[config.mk]
export PLATFORM = sky130hd
export DESIGN_NAME = ln_int_e_flat
export DESIGN_NICKNAME = d
export VERILOG_FILES = /design/src/rtl/ln_int_e_pkg.sv /design/src/rtl/ln_int_e_if.sv /design/src/rtl/ln_int_e_mulfp.sv /design/src/rtl/ln_int_e.sv /design/src/flat_wrapper.sv
export SDC_FILE = /design/constraint.sdc
export NUM_CORES = 1
export LEC_CHECK = 0
export ABC_CLOCK_PERIOD_IN_PS = 18400
export CORE_ASPECT_RATIO = 0.9
export CORE_MARGIN = 8
export CORE_UTILIZATION = 48
export CTS_CLUSTER_DIAMETER = 200
export CTS_CLUSTER_SIZE = 24
export DETAILED_ROUTE_END_ITERATION = 10
export PLACE_DENSITY = 0.66
export SYNTH_ARGS = -nofsm -noshare
export SYNTH_HDL_FRONTEND = slang
export SYNTH_SLANG_ARGS = --single-unit
[constraint.sdc]
create_clock -name clk -period 18.4 [get_ports clk]
set_input_delay 1.84 -clock clk [delete_from_list [all_inputs] [get_ports clk]]
set_output_delay 1.84 -clock clk [all_outputs]
set_load 0.02 [all_outputs]
[src/rtl/ln_int_e_pkg.sv]
// ln_int_e_pkg: shared constants and types for the ln_int_e block.
//   - FSM state encoding (3-bit; codes 6 and 7 are unused)
//   - IEEE-754 single constants: e, 1/e, 1.0
//   - IEEE single field widths and result-count width
package ln_int_e_pkg;

  localparam int unsigned FP_W  = 32;
  localparam int unsigned EXP_W = 8;
  localparam int unsigned MAN_W = 23;
  localparam int unsigned NW    = 7;   // floor(ln(FLT_MAX)) = 88 fits

  localparam logic [FP_W-1:0] E_CONST = 32'h402DF854;  // e, loop-exit threshold
  localparam logic [FP_W-1:0] INV_E   = 32'h3EBC5AB2;  // 1/e, per-iteration factor
  localparam logic [FP_W-1:0] ONE     = 32'h3F800000;  // 1.0

  typedef enum logic [2:0] {
    IDLE  = 3'd0,
    LOAD  = 3'd1,
    CHECK = 3'd2,
    MUL   = 3'd3,
    WAIT  = 3'd4,
    DONE  = 3'd5
  } state_t;

endpackage

[src/rtl/ln_int_e_if.sv]
// ln_int_e_if: operand/result bundle for ln_int_e.
//   master: drives start/in, observes state/done/err/n/out
//   slave : the ln_int_e block
interface ln_int_e_if;
  import ln_int_e_pkg::*;

  logic          start;
  logic [31:0]   in;
  logic [2:0]    state;
  logic          done;
  logic          err;
  logic [NW-1:0] n;
  logic [31:0]   out;

  modport master (output start, in, input  state, done, err, n, out);
  modport slave  (input  start, in, output state, done, err, n, out);
endinterface

[src/rtl/ln_int_e_mulfp.sv]
// mulFP: IEEE-754 single multiplier, round-to-nearest-even, two cycles after
// reset is released. Denormal operands/results flush to zero; overflow gives Inf.
//   clk     : clock
//   a, b    : operands, must be held stable while reset is low
//   result  : rounded product, valid while done=1
//   product : raw 48-bit mantissa product
//   done    : high once result is valid, held until reset
//   reset   : synchronous, active-high; restarts the multiplication
module mulFP (
  input  logic        clk,
  input  logic [31:0] a,
  input  logic [31:0] b,
  output logic [31:0] result,
  output logic [47:0] product,
  output logic        done,
  input  logic        reset
);

  logic               r_vld;
  logic               r_sign;
  logic               r_zero;
  logic signed [9:0]  r_exp;
  logic [47:0]        r_prod;

  logic [22:0]        w_mant;
  logic               w_guard;
  logic               w_sticky;
  logic               w_rnd;
  logic [23:0]        w_mant_r;
  logic signed [9:0]  w_exp;
  logic [31:0]        w_res;

  // Normalise the 1.x * 1.x product (in [1,4)), then round to nearest even.
  always_comb begin
    if (r_prod[47]) begin
      w_mant   = r_prod[46:24];
      w_guard  = r_prod[23];
      w_sticky = |r_prod[22:0];
      w_exp    = r_exp + 10'sd1;
    end else begin
      w_mant   = r_prod[45:23];
      w_guard  = r_prod[22];
      w_sticky = |r_prod[21:0];
      w_exp    = r_exp;
    end
    w_rnd    = w_guard & (w_sticky | w_mant[0]);
    w_mant_r = {1'b0, w_mant} + {23'd0, w_rnd};
    // Rounding carry out: mantissa wrapped to zero, bump exponent.
    if (w_mant_r[23]) w_exp = w_exp + 10'sd1;
    if (r_zero || w_exp <= 10'sd0)
      w_res = {r_sign, 31'd0};
    else if (w_exp >= 10'sd255)
      w_res = {r_sign, 8'hFF, 23'd0};
    else
      w_res = {r_sign, w_exp[7:0], w_mant_r[22:0]};
  end

  always_ff @(posedge clk) begin
    if (reset) begin
      r_vld  <= 1'b0;
      r_sign <= 1'b0;
      r_zero <= 1'b0;
      r_exp  <= '0;
      r_prod <= '0;
      result <= '0;
      done   <= 1'b0;
    end else if (!r_vld) begin
      r_vld  <= 1'b1;
      r_sign <= a[31] ^ b[31];
      r_zero <= (a[30:23] == 8'd0) | (b[30:23] == 8'd0);
      r_exp  <= $signed({2'b00, a[30:23]}) + $signed({2'b00, b[30:23]}) - 10'sd127;
      r_prod <= {24'd0, 1'b1, a[22:0]} * {24'd0, 1'b1, b[22:0]};
    end else if (!done) begin
      result <= w_res;
      done   <= 1'b1;
    end
  end

  assign product = r_prod;

endmodule

[src/rtl/ln_int_e.sv]
// ln_int_e: n = floor(ln x) and residual x*e^-n in [1, e) for positive IEEE single x,
// by repeated multiplication with 1/e until the accumulator drops below e.
//   clk   : clock, rising edge
//   reset : synchronous, active-high
//   bus   : ln_int_e_if.slave
//           start/in  - request and operand (latched in LOAD)
//           state     - current FSM state (debug)
//           done/err  - result valid / input invalid (only in DONE)
//           n/out     - count and residual, zero unless done (and zero on err)
module ln_int_e
  import ln_int_e_pkg::*;
(
  input  logic       clk,
  input  logic       reset,
  ln_int_e_if.slave  bus
);

  state_t        r_state;
  state_t        w_next;
  logic [31:0]   r_acc;
  logic [NW-1:0] r_cnt;
  logic          r_err;

  logic [31:0]   w_prod;
  logic [47:0]   w_mprod_unused;
  logic          w_mul_done;
  logic          w_mul_rst;
  logic          w_in_bad;
  logic          w_below_e;

  // Negative, Inf/NaN, or below 1.0 (covers zeros and denormals).
  assign w_in_bad  = bus.in[31] | (bus.in[30:23] == 8'hFF) | (bus.in < ONE);
  // Positive floats order like their magnitude bits as unsigned integers.
  assign w_below_e = r_acc[30:0] < E_CONST[30:0];
  // Multiplier runs only in MUL/WAIT; reset also clears it in the same cycle.
  assign w_mul_rst = reset | !((r_state == MUL) || (r_state == WAIT));

  mulFP u_mul (
    .clk     (clk),
    .a       (r_acc),
    .b       (INV_E),
    .result  (w_prod),
    .product (w_mprod_unused),
    .done    (w_mul_done),
    .reset   (w_mul_rst)
  );

  always_ff @(posedge clk) begin
    if (reset) r_state <= IDLE;
    else       r_state <= w_next;
  end

  always_comb begin
    w_next = IDLE;
    case (r_state)
      IDLE:    w_next = bus.start ? LOAD : IDLE;
      LOAD:    w_next = w_in_bad ? DONE : CHECK;
      CHECK:   w_next = w_below_e ? DONE : MUL;
      MUL:     w_next = WAIT;
      WAIT:    w_next = w_mul_done ? CHECK : WAIT;
      DONE:    w_next = bus.start ? LOAD : DONE;
      default: w_next = IDLE;
    endcase
  end

  always_ff @(posedge clk) begin
    if (reset) begin
      r_acc <= '0;
      r_cnt <= '0;
      r_err <= 1'b0;
    end else begin
      case (r_state)
        LOAD: begin
          r_acc <= bus.in;
          r_cnt <= '0;
          r_err <= w_in_bad;
        end
        WAIT: begin
          if (w_mul_done) begin
            r_acc <= w_prod;
            r_cnt <= r_cnt + NW'(1);
          end
        end
        default: ;
      endcase
    end
  end

  always_comb begin
    bus.state = r_state;
    bus.done  = 1'b0;
    bus.err   = 1'b0;
    bus.n     = '0;
    bus.out   = '0;
    if (r_state == DONE) begin
      bus.done = 1'b1;
      bus.err  = r_err;
      bus.n    = r_err ? '0 : r_cnt;
      bus.out  = r_err ? '0 : r_acc;
    end
  end

endmodule
[src/flat_wrapper.sv]
// flat-port wrapper written by rule: the top's interface ports become plain ports
module ln_int_e_flat import ln_int_e_pkg::*;
  (clk, reset, bus_start, bus_in, bus_state, bus_done, bus_err, bus_n, bus_out);
  ln_int_e_if bus_i ();
  input  logic clk;
  input  logic reset;
  input wire logic [$bits(bus_i.start)-1:0] bus_start;
  input wire logic [$bits(bus_i.in)-1:0] bus_in;
  output wire logic [$bits(bus_i.state)-1:0] bus_state;
  output wire logic [$bits(bus_i.done)-1:0] bus_done;
  output wire logic [$bits(bus_i.err)-1:0] bus_err;
  output wire logic [$bits(bus_i.n)-1:0] bus_n;
  output wire logic [$bits(bus_i.out)-1:0] bus_out;
  assign bus_i.start = bus_start;
  assign bus_i.in = bus_in;
  assign bus_state = bus_i.state;
  assign bus_done = bus_i.done;
  assign bus_err = bus_i.err;
  assign bus_n = bus_i.n;
  assign bus_out = bus_i.out;
  ln_int_e u_core (.clk(clk), .reset(reset), .bus(bus_i));
endmodule
Yosys cells after proc, flatten, opt, wreduce, memory -nomap -nowiden. Cells that the tools add are included.

Bits in registers: 136. Output and inout port bits: 44. Input port bits: 35. Word-level logic and storage cells: 69.

Muxes and demuxes: 24. Add/subtract/negate cells: 6. Order comparisons: 4. Equal/unequal tests: 7. Reduce and logical (&&, ||, !) cells: 10. Multipliers: 1. Bitwise logic cells: 6.

Operator list (count): two-way mux 32 bit (3); one-hot mux 32 bit (2 select lines) (1); two-way mux 31 bit (2); multiplier 24 x 23 -> 47 bit (second input constant) (1); less-than comparator 32 x 30 -> 1 bit (second input constant) (1); less-than comparator 31 bit (second input constant) (1); adder 23 x 1 -> 24 bit (1); two-way mux 23 bit (1); OR reduction 22 bit (1); two-way mux 7 bit (3); OR reduction 21 bit (1); adder 10 x 2 -> 10 bit (second input constant) (2); two-way mux 10 bit (2); one-hot mux 3 bit (6 select lines) (1); one-hot mux 7 bit (2 select lines) (1); two-way mux 3 bit (4); greater-or-equal comparator 10 x 9 -> 1 bit (second input constant) (1); <= comparator 10 x 1 -> 1 bit (second input constant) (1); subtractor 9 x 7 -> 10 bit (second input constant) (1); adder 8 x 7 -> 9 bit (second input constant) (1); equality test 8 bit (second input constant) (1); logical NOT 8 bit (1); adder 7 x 1 -> 7 bit (second input constant) (1); equality test 3 x 2 -> 1 bit (second input constant) (2); 12 further kinds (23).

Logic depth before layout (Yosys ltp).
Word-level depth: 9. Depth in mapped cells: 24. Mapped depth without buffers: 24.

Cells and area by module. Synthesis repeated with hierarchy kept, for this count alone.

Cell total of the unflattened synthesis: 3005. Area, all modules: 26201.4 sq um.

By module, submodules not included: mulFP (area an instance 23616.4 sq um, sequential area each 1881.8 sq um, times used 1, cells an instance 2725); ln_int_e (area an instance 2585.0 sq um, sequential area each 860.8 sq um, times used 1, cells an instance 280).

Least setup slack after synthesis. No wires, ideal clock.

Kind: register to register. Start: reg u_core.r_acc[5]. End: reg u_core.u_mul.r_prod[47] (netlist: u_core.u_mul.product[47]). Cell stages (with the launch flop): 20. Required time: 18.263 ns. Setup time: 0.137 ns. Path slack: 11.691 ns. Period minus slack after synthesis: 6.709 ns. Path buffers: 0. Arrival time: 6.572 ns. Cell sequence: dfxtp_1 inv_1 fa_1 fa_1 fa_1 fa_1 fa_1 fa_1 fa_1 inv_1 ha_1 and4_1 nand3_1 or4_1 o2111ai_1 a21oi_1 or4_1 a21oi_1 or4_1 a31oi_1.

Longest elaborated chain between the ends: 1.

Ends and longest elaborated chain: start: declaration (line ln_int_e.sv:20) `logic [31:0] r_acc;`; start signal: assignment (line ln_int_e.sv:74) `r_acc <= bus.in;`; start signal: assignment (line ln_int_e.sv:80) `r_acc <= w_prod;`; multiplier 24 x 23 -> 47 bit (line ln_int_e_mulfp.sv:72) `r_prod <= {24'd0, 1'b1, a[22:0]} * {24'd0, 1'b1, b[22:0]};`; end signal: assignment (line ln_int_e_mulfp.sv:72); end: declaration (line ln_int_e_mulfp.sv:23) `logic [47:0] r_prod;`.

Every way passes these cells. A chain may end at the register's enable or synchronous reset.

Worst setup path after layout.
Start: reg u_core.r_acc[4]. End: reg u_core.u_mul.r_prod[45] (netlist: u_core.u_mul.product[45]).

Same word-level chain as after synthesis.

==> qor.csv <==
metric;value;unit
number of flops mapped to enable cells by yosys;0;
Synth Area in XOR/XNOR;3.644;%
num ports;79;
Hold Path Class;flop to flop;
Root Driver;clkbuf_16;
clk slew on worst S/H paths;0.07;ns
Yosys reg bits;136;
Compound-Gate Fraction of Synth Area;12.59;%
Stages on worst setup path;21;
register area share after synthesis;15.37;%
largest family of logic cells by synthesized area;adder cells;
placed cells;2507;
Post-Synth Simple-Gate Area;13.39;%
end of the critical path;u_core.u_mul.product[45]$_SDFFE_PN0N_;
endpoints failing setup;0;
Die Y;198.3;µm
Worst R2R End;u_core.u_mul.product[45]$_SDFFE_PN0N_;
worst path cell trace;inv_1, fa_1, inv_1, ha_1, fa_1, fa_1, fa_1, fa_1, inv_1, fa_1, inv_1, ha_1, and4_1, nand3_1, or4_1, o2111ai_1, a41oi_1, o21ai_0, a221oi_1, xor2_1, o21ai_0;
final hold vios;0;
CTS tree;built;
max cap viols;0;
Fillers;3337;
Clock Sinks;136;
die area;0.04332;mm²
Synth area leaders;fa_1 24%, ha_1 19%, dfxtp_1 15%;
cell mode on critical path;fa_1;
Tcrit/Tclk final;40.82;%
max frequency;133.1;MHz
cts repair resizes;0;
RSZ-0062 raised after global routing;false;
Post-synth ARST share;0;%
antenna fix cells;0;
worst path bufs/invs;4;
total track usage;23.65;%
share of the synthesized area in the top cell type;24.18;%
outcome;finished clean;
relative slew slack;19.47;%
Req. time, crit path;18.75;ns
clk_skew;0.01420;ns
worst slew pin tran;1.208;ns
Slowest-stage cell, CP;dfxtp_1;
WL/cell;19.52;µm
row cnt;66;
initial core utilization;48.87;%
drt pass-1 iters;5;
crit-path leading delay family;adder cells;
Synth Net Count;2521;
worst slack, placed;10.90;ns
Mapped Cells;2007;
final worst slack;10.89;ns
min Tclk post-route;7.511;ns
Adder-Cell Fraction of Synth Area;42.90;%
total grt overflow;0;
most common cell in the netlist;inv_1;
Slew Viols, Final;0;
cts hold-fix bufs;0;
Worst R2R Path Depth;21;
non-filler cells, final;2539;
Reg-to-Reg Start;u_core.r_acc[4]$_SDFFE_PP0P_;
DR DRC count;0;
mux share of post-synthesis cell area;1.949;%
PortBufs;78;
Crit path arrival time;7.87;ns
post-CTS setup buffers;0;
antenna viol nets, final;0;
via count;14110;
initial antenna violation count;0;
hpwl dp;39980;µm
H-tree depth;4;
Synth area leader;fa_1;
kind of critical path;flop to flop;
die outline width;218.5;µm
CP Launch Type;flop;
Post-Syn Area;0.01772;mm²
Via density;5.556;
YS warnings;0;
Synth top cells by count;404 x inv_1, 265 x ha_1, 214 x fa_1;
r2r setup slk;10.89;ns
largest net degree at the start of global routing;81;
core area;0.03625;mm²
delay of the slowest critical-path stage;0.66;ns
vias in the first global route;14300;
crit end category;flop;
Clock Tree Buf Depth;2;
synth unique cells;70;
Mapped Avg Cell Area;8.827;µm²
Clk Latency, worst-skew pair;0.43;ns
CTS Buf Count;17;
Setup crit start;u_core.r_acc[4]$_SDFFE_PP0P_;
GP Congestion;0.8759;
final WL;49560;µm
Final nets;2564;
utilization after layout;53.80;%
Critical Path Fanout Max;11;
Syn-to-layout area delta;10.09;%
first-pass GRT wire length;80670;µm
share of cells above drive strength 1;3.248;%
setup TNS;0;ns
predominant post-synthesis flop cell;dfxtp_1;
Starting DRT DRC Count;968;
-- cell families after synthesis --
kind of cell / Yosys count
multiplexers: 34
AO/OA/AOI/OAI: 322
AND/OR/NAND/NOR: 495
adder cells (fa/ha/maj): 479
XOR/XNOR: 72
buffers and inverters: 469
flip-flops: 136
-- worst min-delay path by stage --
stage,start,endpoint,slack [ns],cells past startpoint
6_report,u_core.u_mul.result[29]$_SDFFE_PN0P_,u_core.u_mul.result[29]$_SDFFE_PN0P_,0.46,1
5_1_grt,u_core.u_mul.result[28]$_SDFFE_PN0P_,u_core.u_mul.result[28]$_SDFFE_PN0P_,0.47,1
4_1_cts,u_core.u_mul.result[29]$_SDFFE_PN0P_,u_core.u_mul.result[29]$_SDFFE_PN0P_,0.46,1
3_5_place_dp,u_core.u_mul.result[29]$_SDFFE_PN0P_,u_core.u_mul.result[29]$_SDFFE_PN0P_,0.44,1
3_3_place_gp,u_core.u_mul.result[29]$_SDFFE_PN0P_,u_core.u_mul.result[29]$_SDFFE_PN0P_,0.44,1
2_1_floorplan,u_core.u_mul.result[23]$_SDFFE_PN0P_,u_core.u_mul.result[23]$_SDFFE_PN0P_,0.42,2
-- layout make-up --
| class | instances | area (µm²) | area share [%] |
|---|---|---|---|
| Clock inverter | 12 | 142.6 | 0.7314 |
| Tap cell | 476 | 595.6 | 3.054 |
| Multi-Input combinational cell | 1402 | 13220 | 67.77 |
| Inverter | 405 | 1520 | 7.795 |
| Timing Repair Buffer | 88 | 855.8 | 4.388 |
| Clock buffer | 20 | 446.7 | 2.290 |
| Sequential cell | 136 | 2725 | 13.97 |
-- through the flow --
step / hold slack [ns] / cell area [µm²]
2_1_floorplan: 0.4249 / 17720
3_3_place_gp: 0.4384 / 18910
3_5_place_dp: 0.4437 / 18910
4_1_cts: 0.4577 / 19500
5_1_grt: 0.4744 / 19500
6_report: 0.4581 / 19500
-- layout by cell type (no fill, tap or decap), types with 5 or more instances in the layout --
cell type and n:
mux2i_1 30, a2111oi_0 5, a21o_1 22, o21a_1 6, and3_1 13, a221oi_1 5, nor4_1 8, o211ai_1 5
a211oi_1 28, o21ai_0 42, a31oi_1 6, a21oi_1 92, inv_1 404, xnor2_1 44, dfxtp_1 134, xor2_1 26
nand4_1 15, or4_1 7, and2_1 26, a22o_1 23, fa_1 214, nor3_1 39, nand2_1 161, o31a_1 5
a311oi_1 43, nand2b_1 11, nand3_1 40, clkbuf_16 17, nor2b_1 10, ha_1 265, nor2_1 128, buf_4 10
clkdlybuf4s50_1 78, and4_1 7, or3_1 10
-- state kept, by name, indices dropped and copies added, names as in the netlist --
name	cells
u_core.u_mul.result	32
u_core.r_err	1
u_core.u_mul.r_vld	1
u_core.u_mul.r_zero	1
u_core.r_cnt	7
u_core.u_mul.done	1
u_core.u_mul.r_exp	10
u_core.bus.state	3
u_core.u_mul.r_sign	1
u_core.u_mul.product	47
u_core.r_acc	32
-- metal layers --
| layer | global-route usage (%) | wire [µm] | vias up |
|---|---|---|---|
| li1 | - | - | 6735 |
| met1 | 33.56 | 23140 | 6948 |
| met2 | 36.91 | 22590 | 364 |
| met3 | 3.494 | 2527 | 59 |
| met4 | 6.912 | 1311 | 0 |
| met5 | 0 | 0 | - |
Power is left out: the tool's default activity adds up to more than one toggle a clock period on the data nets, which glitch-free logic cannot reach.
